$ cat config.mk
export PLATFORM = sky130hd
export DESIGN_NAME = instr_sequencer_flat
export DESIGN_NICKNAME = d
export VERILOG_FILES = /design/src/rtl/instr_sequencer_pkg.sv /design/src/rtl/instr_sequencer_if.sv /design/src/rtl/instr_sequencer_watchdog.sv /design/src/rtl/instr_sequencer.sv /design/src/flat_wrapper.sv
export SDC_FILE = /design/constraint.sdc
export NUM_CORES = 1
export LEC_CHECK = 0
export ABC_AREA = 1
export CAP_MARGIN = 20
export CELL_PAD_IN_SITES_DETAIL_PLACEMENT = 1
export CELL_PAD_IN_SITES_GLOBAL_PLACEMENT = 1
export CORE_MARGIN = 8
export CORE_UTILIZATION = 35
export DETAILED_ROUTE_END_ITERATION = 8
export HOLD_SLACK_MARGIN = 0.12
export PLACE_DENSITY_LB_ADDON = 0.3
export SYNTH_ARGS = -nofsm -noshare
export SYNTH_HDL_FRONTEND = slang
export SYNTH_SLANG_ARGS = --single-unit
$ cat constraint.sdc
create_clock -name clk -period 1.5 [get_ports clk]
set_input_delay 0.15 -clock clk [delete_from_list [all_inputs] [get_ports clk]]
set_output_delay 0.15 -clock clk [all_outputs]
set_load 0.1 [all_outputs]
$ cat src/rtl/instr_sequencer_pkg.sv
// Shared definitions for the instruction sequencer: state encoding, instruction
// field positions and small field-extraction helpers.
package seq_pkg;

    localparam int INSTR_W = 6;

    typedef enum logic [2:0] {
        ST_IDLE  = 3'd0,
        ST_FETCH = 3'd1,
        ST_EXEC  = 3'd2,
        ST_FAULT = 3'd3,
        ST_PAUSE = 3'd4
    } seq_state_e;

    localparam int ADDR_LSB   = 0;
    localparam int ADDR_MSB   = 1;
    localparam int OP_LSB     = 2;
    localparam int OP_MSB     = 4;
    localparam int ACC_CE_BIT = 5;

    function automatic logic instr_acc_ce(input logic [INSTR_W-1:0] instr);
        return instr[ACC_CE_BIT];
    endfunction

    function automatic logic [2:0] instr_opcode(input logic [INSTR_W-1:0] instr);
        return instr[OP_MSB:OP_LSB];
    endfunction

endpackage

$ cat src/rtl/instr_sequencer_if.sv
// Bundle of sequencer control and instruction-memory signals.
// The STEP line exists only when SEQ_STEP_EN is defined.
interface instr_sequencer_if #(
    parameter int PC_W = 4
) ();
    import seq_pkg::*;

    logic                start;
    logic                run;
`ifdef SEQ_STEP_EN
    logic                step;
`endif
    logic                imem_req;
    logic [PC_W-1:0]     imem_addr;
    logic                imem_ack;
    logic [INSTR_W-1:0]  imem_data;
    logic [INSTR_W-1:0]  instr;
    logic                alu_en;
    logic                acc_we;
    logic [PC_W-1:0]     pc;
    logic                busy;
    logic                fault;

`ifdef SEQ_STEP_EN
    modport master (
        input  start, run, step, imem_ack, imem_data,
        output imem_req, imem_addr, instr, alu_en, acc_we, pc, busy, fault
    );
    modport slave (
        output start, run, step, imem_ack, imem_data,
        input  imem_req, imem_addr, instr, alu_en, acc_we, pc, busy, fault
    );
`else
    modport master (
        input  start, run, imem_ack, imem_data,
        output imem_req, imem_addr, instr, alu_en, acc_we, pc, busy, fault
    );
    modport slave (
        output start, run, imem_ack, imem_data,
        input  imem_req, imem_addr, instr, alu_en, acc_we, pc, busy, fault
    );
`endif

endinterface

$ cat src/rtl/instr_sequencer_watchdog.sv
// Fetch watchdog: 8-bit up-counter with clear and enable; o_tc flags that the
// next enabled increment would reach the timeout limit.
module seq_watchdog #(
    parameter logic [7:0] TC_VAL = 8'd7
) (
    input  logic clk,
    input  logic rst,
    input  logic i_clr,
    input  logic i_en,
    output logic o_tc
);

    logic [7:0] r_count;

    // Wait-cycle counter, clear has priority over increment
    always_ff @(posedge clk or posedge rst) begin
        if (rst) begin
            r_count <= 8'd0;
        end else if (i_clr) begin
            r_count <= 8'd0;
        end else if (i_en) begin
            r_count <= r_count + 8'd1;
        end else begin
            r_count <= r_count;
        end
    end

    assign o_tc = (r_count == TC_VAL);

endmodule

$ cat src/rtl/instr_sequencer.sv
// Instruction sequencer: fetch/execute FSM, program counter, instruction register.
// Optional single-step mode (STEP input, PAUSE state) enabled by SEQ_STEP_EN.
module instr_sequencer
    import seq_pkg::*;
#(
    parameter int PC_W    = 4,
    parameter int TIMEOUT = 8
) (
    input  logic                clk,
    input  logic                rst,
    instr_sequencer_if.master   bus
);

    localparam logic [2:0] S_IDLE  = ST_IDLE;
    localparam logic [2:0] S_FETCH = ST_FETCH;
    localparam logic [2:0] S_EXEC  = ST_EXEC;
    localparam logic [2:0] S_FAULT = ST_FAULT;
    localparam logic [2:0] S_PAUSE = ST_PAUSE;

    // Counter value at which one more unacknowledged fetch cycle means timeout
    localparam logic [7:0] WD_TC = 8'(TIMEOUT - 1);

    logic [2:0]          r_state;
    logic [2:0]          w_state_next;
    logic [PC_W-1:0]     r_pc;
    logic [PC_W-1:0]     w_pc_next;
    logic [INSTR_W-1:0]  r_instr;
    logic [INSTR_W-1:0]  w_instr_next;
    logic                r_imem_req;
    logic                r_alu_en;
    logic                r_acc_we;
    logic                r_busy;
    logic                r_fault;
    logic                w_wd_clr;
    logic                w_wd_en;
    logic                w_wd_tc;

    seq_watchdog #(
        .TC_VAL (WD_TC)
    ) u_watchdog (
        .clk   (clk),
        .rst   (rst),
        .i_clr (w_wd_clr),
        .i_en  (w_wd_en),
        .o_tc  (w_wd_tc)
    );

    // Next-state, PC, instruction register and watchdog control
    always_comb begin
        w_state_next = r_state;
        w_pc_next    = r_pc;
        w_instr_next = r_instr;
        w_wd_clr     = 1'b1;
        w_wd_en      = 1'b0;
        case (r_state)
            S_IDLE: begin
                if (bus.start) begin
                    w_pc_next    = {PC_W{1'b0}};
                    w_state_next = S_FETCH;
                end else begin
                    w_state_next = S_IDLE;
                end
            end
            S_FETCH: begin
                // An ack in the timeout cycle still wins over the fault
                if (bus.imem_ack) begin
                    w_instr_next = bus.imem_data;
                    w_state_next = S_EXEC;
                end else if (w_wd_tc) begin
                    w_state_next = S_FAULT;
                end else begin
                    w_wd_clr     = 1'b0;
                    w_wd_en      = 1'b1;
                    w_state_next = S_FETCH;
                end
            end
            S_EXEC: begin
                w_pc_next = r_pc + {{(PC_W-1){1'b0}}, 1'b1};
                if (bus.run) begin
`ifdef SEQ_STEP_EN
                    w_state_next = S_PAUSE;
`else
                    w_state_next = S_FETCH;
`endif
                end else begin
                    w_state_next = S_IDLE;
                end
            end
            S_FAULT: begin
                w_state_next = S_FAULT;
            end
`ifdef SEQ_STEP_EN
            S_PAUSE: begin
                if (!bus.run) begin
                    w_state_next = S_IDLE;
                end else if (bus.step) begin
                    w_state_next = S_FETCH;
                end else begin
                    w_state_next = S_PAUSE;
                end
            end
`endif
            default: begin
                w_state_next = S_IDLE;
            end
        endcase
    end

    // State, PC and instruction register
    always_ff @(posedge clk or posedge rst) begin
        if (rst) begin
            r_state <= S_IDLE;
            r_pc    <= {PC_W{1'b0}};
            r_instr <= {INSTR_W{1'b0}};
        end else begin
            r_state <= w_state_next;
            r_pc    <= w_pc_next;
            r_instr <= w_instr_next;
        end
    end

    // Outputs are decoded from the next state so they register with it
    always_ff @(posedge clk or posedge rst) begin
        if (rst) begin
            r_imem_req <= 1'b0;
            r_alu_en   <= 1'b0;
            r_acc_we   <= 1'b0;
            r_busy     <= 1'b0;
            r_fault    <= 1'b0;
        end else begin
            r_imem_req <= (w_state_next == S_FETCH);
            r_alu_en   <= (w_state_next == S_EXEC);
            r_acc_we   <= (w_state_next == S_EXEC) && instr_acc_ce(w_instr_next);
            r_busy     <= (w_state_next != S_IDLE) && (w_state_next != S_FAULT);
            r_fault    <= (w_state_next == S_FAULT);
        end
    end

    assign bus.imem_req  = r_imem_req;
    assign bus.imem_addr = r_pc;
    assign bus.pc        = r_pc;
    assign bus.instr     = r_instr;
    assign bus.alu_en    = r_alu_en;
    assign bus.acc_we    = r_acc_we;
    assign bus.busy      = r_busy;
    assign bus.fault     = r_fault;

endmodule

$ cat src/flat_wrapper.sv
// flat-port wrapper written by rule: the top's interface ports become plain ports
module instr_sequencer_flat import seq_pkg::*;
#(
    parameter int PC_W    = 4,
    parameter int TIMEOUT = 8
)
  (clk, rst, bus_start, bus_run, bus_imem_ack, bus_imem_data, bus_imem_req, bus_imem_addr, bus_instr, bus_alu_en, bus_acc_we, bus_pc, bus_busy, bus_fault);
  instr_sequencer_if #(.PC_W(PC_W)) bus_i ();
  input  logic clk;
  input  logic rst;
  input wire logic [$bits(bus_i.start)-1:0] bus_start;
  input wire logic [$bits(bus_i.run)-1:0] bus_run;
  input wire logic [$bits(bus_i.imem_ack)-1:0] bus_imem_ack;
  input wire logic [$bits(bus_i.imem_data)-1:0] bus_imem_data;
  output wire logic [$bits(bus_i.imem_req)-1:0] bus_imem_req;
  output wire logic [$bits(bus_i.imem_addr)-1:0] bus_imem_addr;
  output wire logic [$bits(bus_i.instr)-1:0] bus_instr;
  output wire logic [$bits(bus_i.alu_en)-1:0] bus_alu_en;
  output wire logic [$bits(bus_i.acc_we)-1:0] bus_acc_we;
  output wire logic [$bits(bus_i.pc)-1:0] bus_pc;
  output wire logic [$bits(bus_i.busy)-1:0] bus_busy;
  output wire logic [$bits(bus_i.fault)-1:0] bus_fault;
  assign bus_i.start = bus_start;
  assign bus_i.run = bus_run;
  assign bus_i.imem_ack = bus_imem_ack;
  assign bus_i.imem_data = bus_imem_data;
  assign bus_imem_req = bus_i.imem_req;
  assign bus_imem_addr = bus_i.imem_addr;
  assign bus_instr = bus_i.instr;
  assign bus_alu_en = bus_i.alu_en;
  assign bus_acc_we = bus_i.acc_we;
  assign bus_pc = bus_i.pc;
  assign bus_busy = bus_i.busy;
  assign bus_fault = bus_i.fault;
  instr_sequencer #(.PC_W(PC_W), .TIMEOUT(TIMEOUT)) u_core (.clk(clk), .rst(rst), .bus(bus_i));
endmodule
==> results.cfg, run 1 <==
[yosys]
ys_top_cells_by_area = dfrtp_1, nand2_1, nor2_1
synth_top_area_share_pct = 54.3
synth.area.mux_share_pct = 0
ys_seq_area_share_pct = 54.3
synth_area_mm2 = 0.00115
netlist_instances = 132
synth_nets = 148
synthAdderAreaFrac_pct = 5.43
synth_xor_area_share_pct = 0.761
synthSimpleGateAreaFrac_pct = 26.0
yosysWarnings = 0
yosysUniqueCellTypes = 19
ys_ff_latch = 25
synth-compound-area-share_pct = 5.33
synth_top_family_by_area = simple AND/OR/NAND/NOR gates
avgSynthCellArea_um2 = 8.72
synth.largest_area_cell = dfrtp_1

[finish]
multiInputGateArea_um2 = 477
fin_nets = 191
fin_area_mm2 = 0.00183
layout_common_cells = nand2_1, dfrtp_1, buf_12
fillerInstances = 391
drive_gt1_share_pct = 30.5
antennaDiodeCount = 0
syn_to_final_growth_pct = 59.3
seq_area_um2 = 631
final_common_cell = nand2_1

[min_path]
min_path_type = in2async

[timing]
drv_slew = 0
max_freq_mhz = 702
period_share_pct = 95.0
worst_slew_pin_slew_ps = 382
period_minus_slack_ps = 1430
setup_viol = 0
timing.slew.headroom_pct = 74.4
hold_viol = 0
skew_ps = 2.28

[worst_setup_path]
cp-start-kind = flip-flop
critPathSlowestCell = dfrtp_1
crit_arrival_ps = 1660
cp-end-kind = flip-flop
cp.required_ps = 1740
crit_chain = inv_1, o211ai_1, inv_1, ha_2, inv_1
max_stage_delay_ps = 430
critPathKind = reg2reg
cp_max_fo = 4
worst_path_most_repeated_cell = inv_1

[global_routing]
grt_pass1_wl_mm = 5.11
grt_pass1_vias = 1132
antenna_found_initial = 0
gr-total-overflow = 0
grt_use_total_pct = 12.2
grt_max_degree = 26

[cts]
clkSinkCount = 25
clk_path_buf_depth = 2
clk_pin_slew_worst_paths_ps = 140
cts-buffers-inserted = 3
cts_tree = built
htree_num_levels = 1
clk_latency_ps = 320
cts_root_buf = clkbuf_4

[status]
status = finished clean

[routing]
viasPerCell = 4.50
drc = 0
first_pass_iters = 4
ant_nets = 0
drt-total-wl_mm = 3.03
via_count = 991
drtIter0Drc = 27
wire_per_inst_um = 13.8

[floorplanning]
core_area_mm2 = 0.00326
rows = 21
die_w_um = 73.4
die_area_mm2 = 0.00538
start_util_pct = 35.3
io_pins = 30
die-height_um = 73.4

[placed_design]
routabilityCongestion = 0.800
dp_hpwl_mm = 2.33
placed_area_mm2 = 0.00171
numPortBuffers = 29

[flow_run]
max_cap_viol_count = 0
cell usage after synthesis, drive strengths merged:
| cell | count |
|---|---|
| nor2 | 22 |
| o21ai | 6 |
| xor2 | 1 |
| o211ai | 1 |
| a21oi | 1 |
| nand2 | 32 |
| dfrtp | 25 |
| buf | 4 |
| inv | 17 |
| o21bai | 2 |
| nand4 | 1 |
| ha | 5 |
| nor3b | 1 |
| nand3 | 14 |
timing repair:
item                                    in CTS  in global routing
pin swaps                                    0                  7
hold buffers                                 0                  0
setup buffers                                0                  7
endpoints found under the setup margin       2                 10
gates resized for setup                      2                  9
final timing paths:
kind	from	slack (ps)	to	depth (start not counted)
hold / removal	rst	170	u_core.bus.instr[2]$_DFFE_PP0P_	3
min in group clk	bus_imem_data[2]	380	u_core.bus.instr[2]$_DFFE_PP0P_	3
hold reg to reg	u_core.bus.instr[0]$_DFFE_PP0P_	560	u_core.bus.instr[0]$_DFFE_PP0P_	2
max in group asynchronous	rst	1060	u_core.bus.imem_addr[1]$_DFFE_PP0P_	3
setup reg to reg	u_core.r_state[1]$_DFF_PP0_	70	u_core.bus.busy$_DFF_PP0_	5
setup / recovery	u_core.r_state[1]$_DFF_PP0_	70	u_core.bus.busy$_DFF_PP0_	5
state kept, by name, indices dropped and copies added (netlist names):
name,flops
u_core.bus.imem_addr,4
u_core.bus.imem_req,1
u_core.bus.acc_we,1
u_core.bus.alu_en,1
u_core.r_state,2
u_core.u_watchdog.r_count,8
u_core.bus.busy,1
u_core.bus.fault,1
u_core.bus.instr,6
critical path: cells and delay by family (launching register included):
family          cells  cell delay, ps
compound gates      1             360
fa+ha+maj           1             320
buf+inv             3             230
flops               1             430
kinds of logic after synthesis:
group	after synthesis
AOI/OAI and AO/OA	10
xor gates and xnor gates	1
adders and majority gates	5
buffers and inverters	21
DFF	25
and+or+nand+nor	70
metal layers:
layer / vias up / GRT usage, % / wire length, µm
li1: 491 / - / -
met1: 478 / 11.5 / 1090
met2: 18 / 23.8 / 1760
met3: 4 / 3.41 / 147
met4: 0 / 4.66 / 40
met5: - / 0 / 0
final cells by class:
cell class | instances | share of cell area, %
Sequential cell | 25 | 34.4
Multi-Input combinational cell | 86 | 26.0
Clock inverter | 1 | 0.273
Tap cell | 46 | 3.14
Clock buffer | 3 | 1.23
Timing Repair Buffer | 42 | 31.5
Inverter | 17 | 3.48
per-stage QoR:
| stage | hold WS [ps] | cells | util [%] | setup TNS, ps | setup slack (ps) |
|---|---|---|---|---|---|
| 2_1_floorplan | 177 | 132 | - | 0 | 175 |
| 3_3_place_gp | 519 | 209 | 52.5 | 0 | 53.0 |
| 3_5_place_dp | 532 | 209 | 52.5 | -70.6 | -52.0 |
| 4_1_cts | 190 | 213 | 53.5 | 0 | 1.60 |
| 5_1_grt | 211 | 220 | 56.3 | -32.0 | -16.4 |
| 6_report | 175 | 220 | 56.3 | 0 | 74.5 |
Power of run 1 is not shown: default switching activity piles up to over one toggle a cycle in this logic, so the estimate is an artifact.
==> run 2, diff against run 1 <==
--- a/config.mk
+++ b/config.mk
@@ -6,7 +6,6 @@
 export NUM_CORES = 1
 export LEC_CHECK = 0
 export ABC_AREA = 1
-export CAP_MARGIN = 20
 export CELL_PAD_IN_SITES_DETAIL_PLACEMENT = 1
 export CELL_PAD_IN_SITES_GLOBAL_PLACEMENT = 1
 export CORE_MARGIN = 8
==> results of run 2 <==
The final DEF is identical to that of run 1; final timing and power are the same.
Power of run 2 is left out for the same reason.
==> variant 1: new RTL, flow settings as in run 2 <==
`PC_W` is set to 4 in 3 places; all go to 6.
--- a/src/rtl/instr_sequencer_if.sv
+++ b/src/rtl/instr_sequencer_if.sv
@@ -1,7 +1,7 @@
 // Bundle of sequencer control and instruction-memory signals.
 // The STEP line exists only when SEQ_STEP_EN is defined.
 interface instr_sequencer_if #(
-    parameter int PC_W = 4
+    parameter int PC_W = 6
 ) ();
     import seq_pkg::*;
 
--- a/src/rtl/instr_sequencer.sv
+++ b/src/rtl/instr_sequencer.sv
@@ -3,7 +3,7 @@
 module instr_sequencer
     import seq_pkg::*;
 #(
-    parameter int PC_W    = 4,
+    parameter int PC_W    = 6,
     parameter int TIMEOUT = 8
 ) (
     input  logic                clk,
--- a/src/flat_wrapper.sv
+++ b/src/flat_wrapper.sv
@@ -1,7 +1,7 @@
 // flat-port wrapper written by rule: the top's interface ports become plain ports
 module instr_sequencer_flat import seq_pkg::*;
 #(
-    parameter int PC_W    = 4,
+    parameter int PC_W    = 6,
     parameter int TIMEOUT = 8
 )
   (clk, rst, bus_start, bus_run, bus_imem_ack, bus_imem_data, bus_imem_req, bus_imem_addr, bus_instr, bus_alu_en, bus_acc_we, bus_pc, bus_busy, bus_fault);
Ports: changed (resized bus_imem_addr and bus_pc); port bits go from 30 to 34. No check against the original RTL was run, so the function may have changed too.
==> variant 1 against run 2 <==
Routed wire length is 12% higher; worst setup slack better by 6.9 ps; synthesized cell count increased by 14%; largest cell class unchanged; final cell count increased by 7.3%; clock skew about the same; critical path type unchanged; area after synthesis increased by 15%; cell area up 10%; sequential cell count is 2 higher.
==> variant 1: results (changes against run 2) <==
Clock tree
  – Post-CTS sizing: 1 (was 2)
  – Clock latency on the worst-skew pair: 270 ps (was 320 ps)
  – Clk slew on worst S/H paths: 90 ps (was 140 ps)

Layout
  – Fraction of layout cells with a size suffix above 1: 33.0% (was 30.5%)
  – Multi-input combinational cell area: 549 um^2 (was 477 um^2)
  – # fillers: 418 (was 391)
  – Non-clock buffers: 39 (was 42)
  – Nonclk inv count: 19 (was 17)
  – Final nets: 205 (was 191)
  – Clock network area share: 2.30% (was 1.50%)
  – Num sequential: 27 (was 25)
  – Finished Core Util: 55.5% (was 56.3%)

Yosys
  – Top cells by count, synth: nand2_1, dfrtp_1, inv_1 (was nand2_1, dfrtp_1, nor2_1)
  – Seq/Total Area, Yosys: 51.2% (was 54.3%)
  – Post-synth net total: 167 (was 148)
  – Syn_area_per_cell: 8.74 um^2 (was 8.72 um^2)
  – Area fraction in compound gates after synthesis: 7.30% (was 5.33%)
  – Post-Synth Adder-Cell Area: 4.74% (was 5.43%)

Placed design
  – Post-DP Area: 1930 um^2 (was 1710 um^2)
  – Pre-CTS worst setup slack: -17.8 ps (was -52.0 ps)
  – HPWL after DPL: 2800 um (was 2330 um)

Detailed routing
  – Met2 WL post-DR: 1850 um (was 1760 um)
  – DR pass1 iterations: 3 (was 4)
  – DRT iter0 DRCs: 41 (was 27)
  – WL met3: 115 um (was 147 um)
  – Wirelength, routed: 3390 um (was 3030 um)

Worst setup path
  – Reg2reg end: u_core.bus.acc_we$_DFF_PP0_ (was u_core.bus.busy$_DFF_PP0_)
  – Worst r2r src: u_core.u_watchdog.r_count[1]$_DFFE_PP0P_ (was u_core.r_state[1]$_DFF_PP0_)

Outcome
  – Outcome: complete, no violations (unchanged)

GRT
  – Met1 usage: 12.7% (was 11.5%)
  – Largest net degree at the start of global routing: 28 (was 26)
  – Met2 usage: 21.1% (was 23.8%)

STA
  – Hold Slack: 226 ps (was 175 ps)
  – Setup Skew: 2.32 ps (was 2.28 ps)
-- variant 1: worst max path at each step --
stage | startpoint | to | cells past startpoint
final | u_core.u_watchdog.r_count[1]$_DFFE_PP0P_ | u_core.bus.acc_we$_DFF_PP0_ | 8
after global routing | u_core.u_watchdog.r_count[1]$_DFFE_PP0P_ | u_core.bus.acc_we$_DFF_PP0_ | 8
after CTS | u_core.u_watchdog.r_count[1]$_DFFE_PP0P_ | u_core.bus.acc_we$_DFF_PP0_ | 8
after detailed placement | u_core.u_watchdog.r_count[1]$_DFFE_PP0P_ | u_core.bus.acc_we$_DFF_PP0_ | 8
after global placement | u_core.u_watchdog.r_count[1]$_DFFE_PP0P_ | u_core.bus.acc_we$_DFF_PP0_ | 8
after floorplan | u_core.bus.imem_addr[1]$_DFFE_PP0P_ | u_core.bus.imem_addr[4]$_DFFE_PP0P_ | 6
==> variant 2: new RTL, settings of run 2 <==
Made on the original files. Make the reset (`rst`) synchronous in 3 clocked blocks.
--- a/src/rtl/instr_sequencer_watchdog.sv
+++ b/src/rtl/instr_sequencer_watchdog.sv
@@ -13,7 +13,7 @@
     logic [7:0] r_count;
 
     // Wait-cycle counter, clear has priority over increment
-    always_ff @(posedge clk or posedge rst) begin
+    always_ff @(posedge clk) begin
         if (rst) begin
             r_count <= 8'd0;
         end else if (i_clr) begin
--- a/src/rtl/instr_sequencer.sv
+++ b/src/rtl/instr_sequencer.sv
@@ -107,7 +107,7 @@
     end
 
     // State, PC and instruction register
-    always_ff @(posedge clk or posedge rst) begin
+    always_ff @(posedge clk) begin
         if (rst) begin
             r_state <= S_IDLE;
             r_pc    <= {PC_W{1'b0}};
@@ -120,7 +120,7 @@
     end
 
     // Outputs are decoded from the next state so they register with it
-    always_ff @(posedge clk or posedge rst) begin
+    always_ff @(posedge clk) begin
         if (rst) begin
             r_imem_req <= 1'b0;
             r_alu_en   <= 1'b0;
Function: differs if rst is asserted again (counterexample within 4 cycles, from zero or initial values and one cycle with rst high); with rst held inactive, the same outputs for 10 cycles.
==> variant 2 against run 2 <==
Die area is 3.8% lower; sequential cell count stayed put; maximum frequency grew 3.4%; routed wire length down 2.9%; via count rose by 5.2%; final cell count is 0.91% lower; worst setup slack improved by 47 ps; core utilization grew 0.62 points; cell area is 6.8% lower; area after synthesis is 4.9% lower.
Power is left out: it rests on default switching activity, and per cell area and clock period it moved more than threefold.
==> variant 2: results (changes against run 2) <==
Layout
  – Biggest register: u_core.u_watchdog.r_count (unchanged)
  – Final nets: 202 (was 191)
  – Fraction of layout cells with a size suffix above 1: 27.0% (was 30.5%)

Placed design
  – HPWL after DPL: 2350 um (was 2330 um)
  – Port Buffers: 29 (unchanged)
  – GPL Wtd Cong: 0.840 (was 0.800)

Detailed routing
  – Met2 WL post-DR: 1520 um (was 1760 um)
  – WL met3: 217 um (was 147 um)
  – DR pass1 iterations: 4 (unchanged)
  – Met1 WL: 1180 um (was 1090 um)
  – Highest routed layer: met4 (unchanged)
  – Routed WL per cell: 13.5 um (was 13.8 um)
  – DRT iter0 DRCs: 18 (was 27)
  – Vias per cell: 4.78 (was 4.50)

Worst setup path
  – Max Fanout on Critical Path: 3 (was 4)
  – Slowest-stage cell, CP: dfxtp_2 (was dfrtp_1)
  – R2R cell count: 9 (was 5)
  – Slowest stage delay, CP: 370 ps (was 430 ps)
  – Worst path arrival time: 1640 ps (was 1660 ps)
  – Crit-path leading delay family: simple AND/OR/NAND/NOR gates (was flip-flops)

Clock tree
  – Root Buffer: clkbuf_4 (unchanged)
  – CTS buffer count: 3 (unchanged)
  – Clock latency on the worst-skew pair: 310 ps
  – Clk slew on worst S/H paths: 140 ps (about the same)
  – Clock tree buffer depth: 2 (unchanged)

GRT
  – GRT Overall Usage: 11.8% (was 12.2%)
  – Initial antenna violation count: 0 (unchanged)
  – Vias in the first global route: 1110 (was 1132)
  – Largest net degree at the start of global routing: 14 (was 26)
  – First-pass GRT wire length: 4940 um (was 5110 um)

Yosys
  – Post-synth net total: 164 (was 148)
  – Synth area leaders: dfxtp_1, nand2_1, inv_1, nor2_1, a21oi_1 (was dfrtp_1, nand2_1, nor2_1, nand3_1, ha_1)
  – Top cells by count, synth: nand2_1, dfxtp_1, inv_1 (was nand2_1, dfrtp_1, nor2_1)
  – Async set-reset flop share out of synthesis: 0% (was 100%)
  – Syn. warnings: 0 (unchanged)
  – Primary FF master, synth: dfxtp_1 (was dfrtp_1)
  – Unique masters post-synth: 19 (unchanged)
  – Seq/Total Area, Yosys: 45.7% (was 54.3%)

STA
  – Slew Limit Headroom: 80.9% (was 74.4%)
  – Setup Skew: 8.55 ps (was 2.28 ps)

Min path
  – Hold Crit Class: in2reg (was in2async)
  – Worst hold stages: 3

Outcome
  – Outcome: complete, no violations (unchanged)
[variant 2: logic make-up (layout without fill, tap and decap cells)]
| logic type | count (synthesis) | in the layout | share of synthesized area, % |
|---|---|---|---|
| buffers and inverters | 30 | 67 | 11.7 |
| AO/OA/AOI/OAI | 21 | 21 | 10.1 |
| AND/OR/NAND/NOR | 67 | 67 | 26.9 |
| flip-flops | 25 | 25 | 45.7 |
| adder cells (fa/ha/maj) | 5 | 5 | 5.71 |
[variant 2: worst paths after layout]
path | end | slack, ps | from
setup / recovery | u_core.bus.busy$_SDFF_PP0_ | 120 | u_core.u_watchdog.r_count[0]$_SDFFE_PP0P_
hold / removal | u_core.bus.instr[1]$_SDFFE_PP0P_ | 370 | bus_imem_data[1]
setup reg to reg | u_core.bus.busy$_SDFF_PP0_ | 120 | u_core.u_watchdog.r_count[0]$_SDFFE_PP0P_
hold reg to reg | u_core.bus.instr[3]$_SDFFE_PP0P_ | 520 | u_core.bus.instr[3]$_SDFFE_PP0P_
[variant 2: tightest hold or removal path, delay by kind of cell]
| family | cells | cell delay, ps |
|---|---|---|
| buffers and inverters | 1 | 390 |
| AND/OR/NAND/NOR | 1 | 70 |
| AO/OA/AOI/OAI | 1 | 50 |
[variant 2: per-stage QoR]
step                      cells  setup TNS [ps]  setup slack (ps)  area, um^2  hold WS, ps
after floorplan             148               0              71.6        1100          219
after global placement      212               0              45.5        1640          482
after detailed placement    212            -187             -71.8        1640          505
after CTS                   216               0              12.4        1670          372
after global routing        218               0              6.40        1710          393
final                       218               0               122        1710          372
[variant 2: timing repair]
item	4_1_cts	5_1_grt
setup endpoints to repair	1	3
pin swaps	0	3
setup buffers	0	2
hold endpoints to repair	0	0
gates resized for setup	3	5
[variant 2: final cells by class]
type / instances / area [um^2]
clock buffer: 4 / 26.3
fill: 367 / 1290
inverter: 25 / 93.8
multi-input combinational: 93 / 492
sequential: 25 / 508
tap: 33 / 41.3
timing repair buffer: 38 / 548
[variant 2: routing by layer]
metal  vias up  global-route usage [%]
li1        531                       -
met1       490                    12.2
met2        20                    21.0
met3         2                    4.96
met4         0                    4.08
met5         -                       0
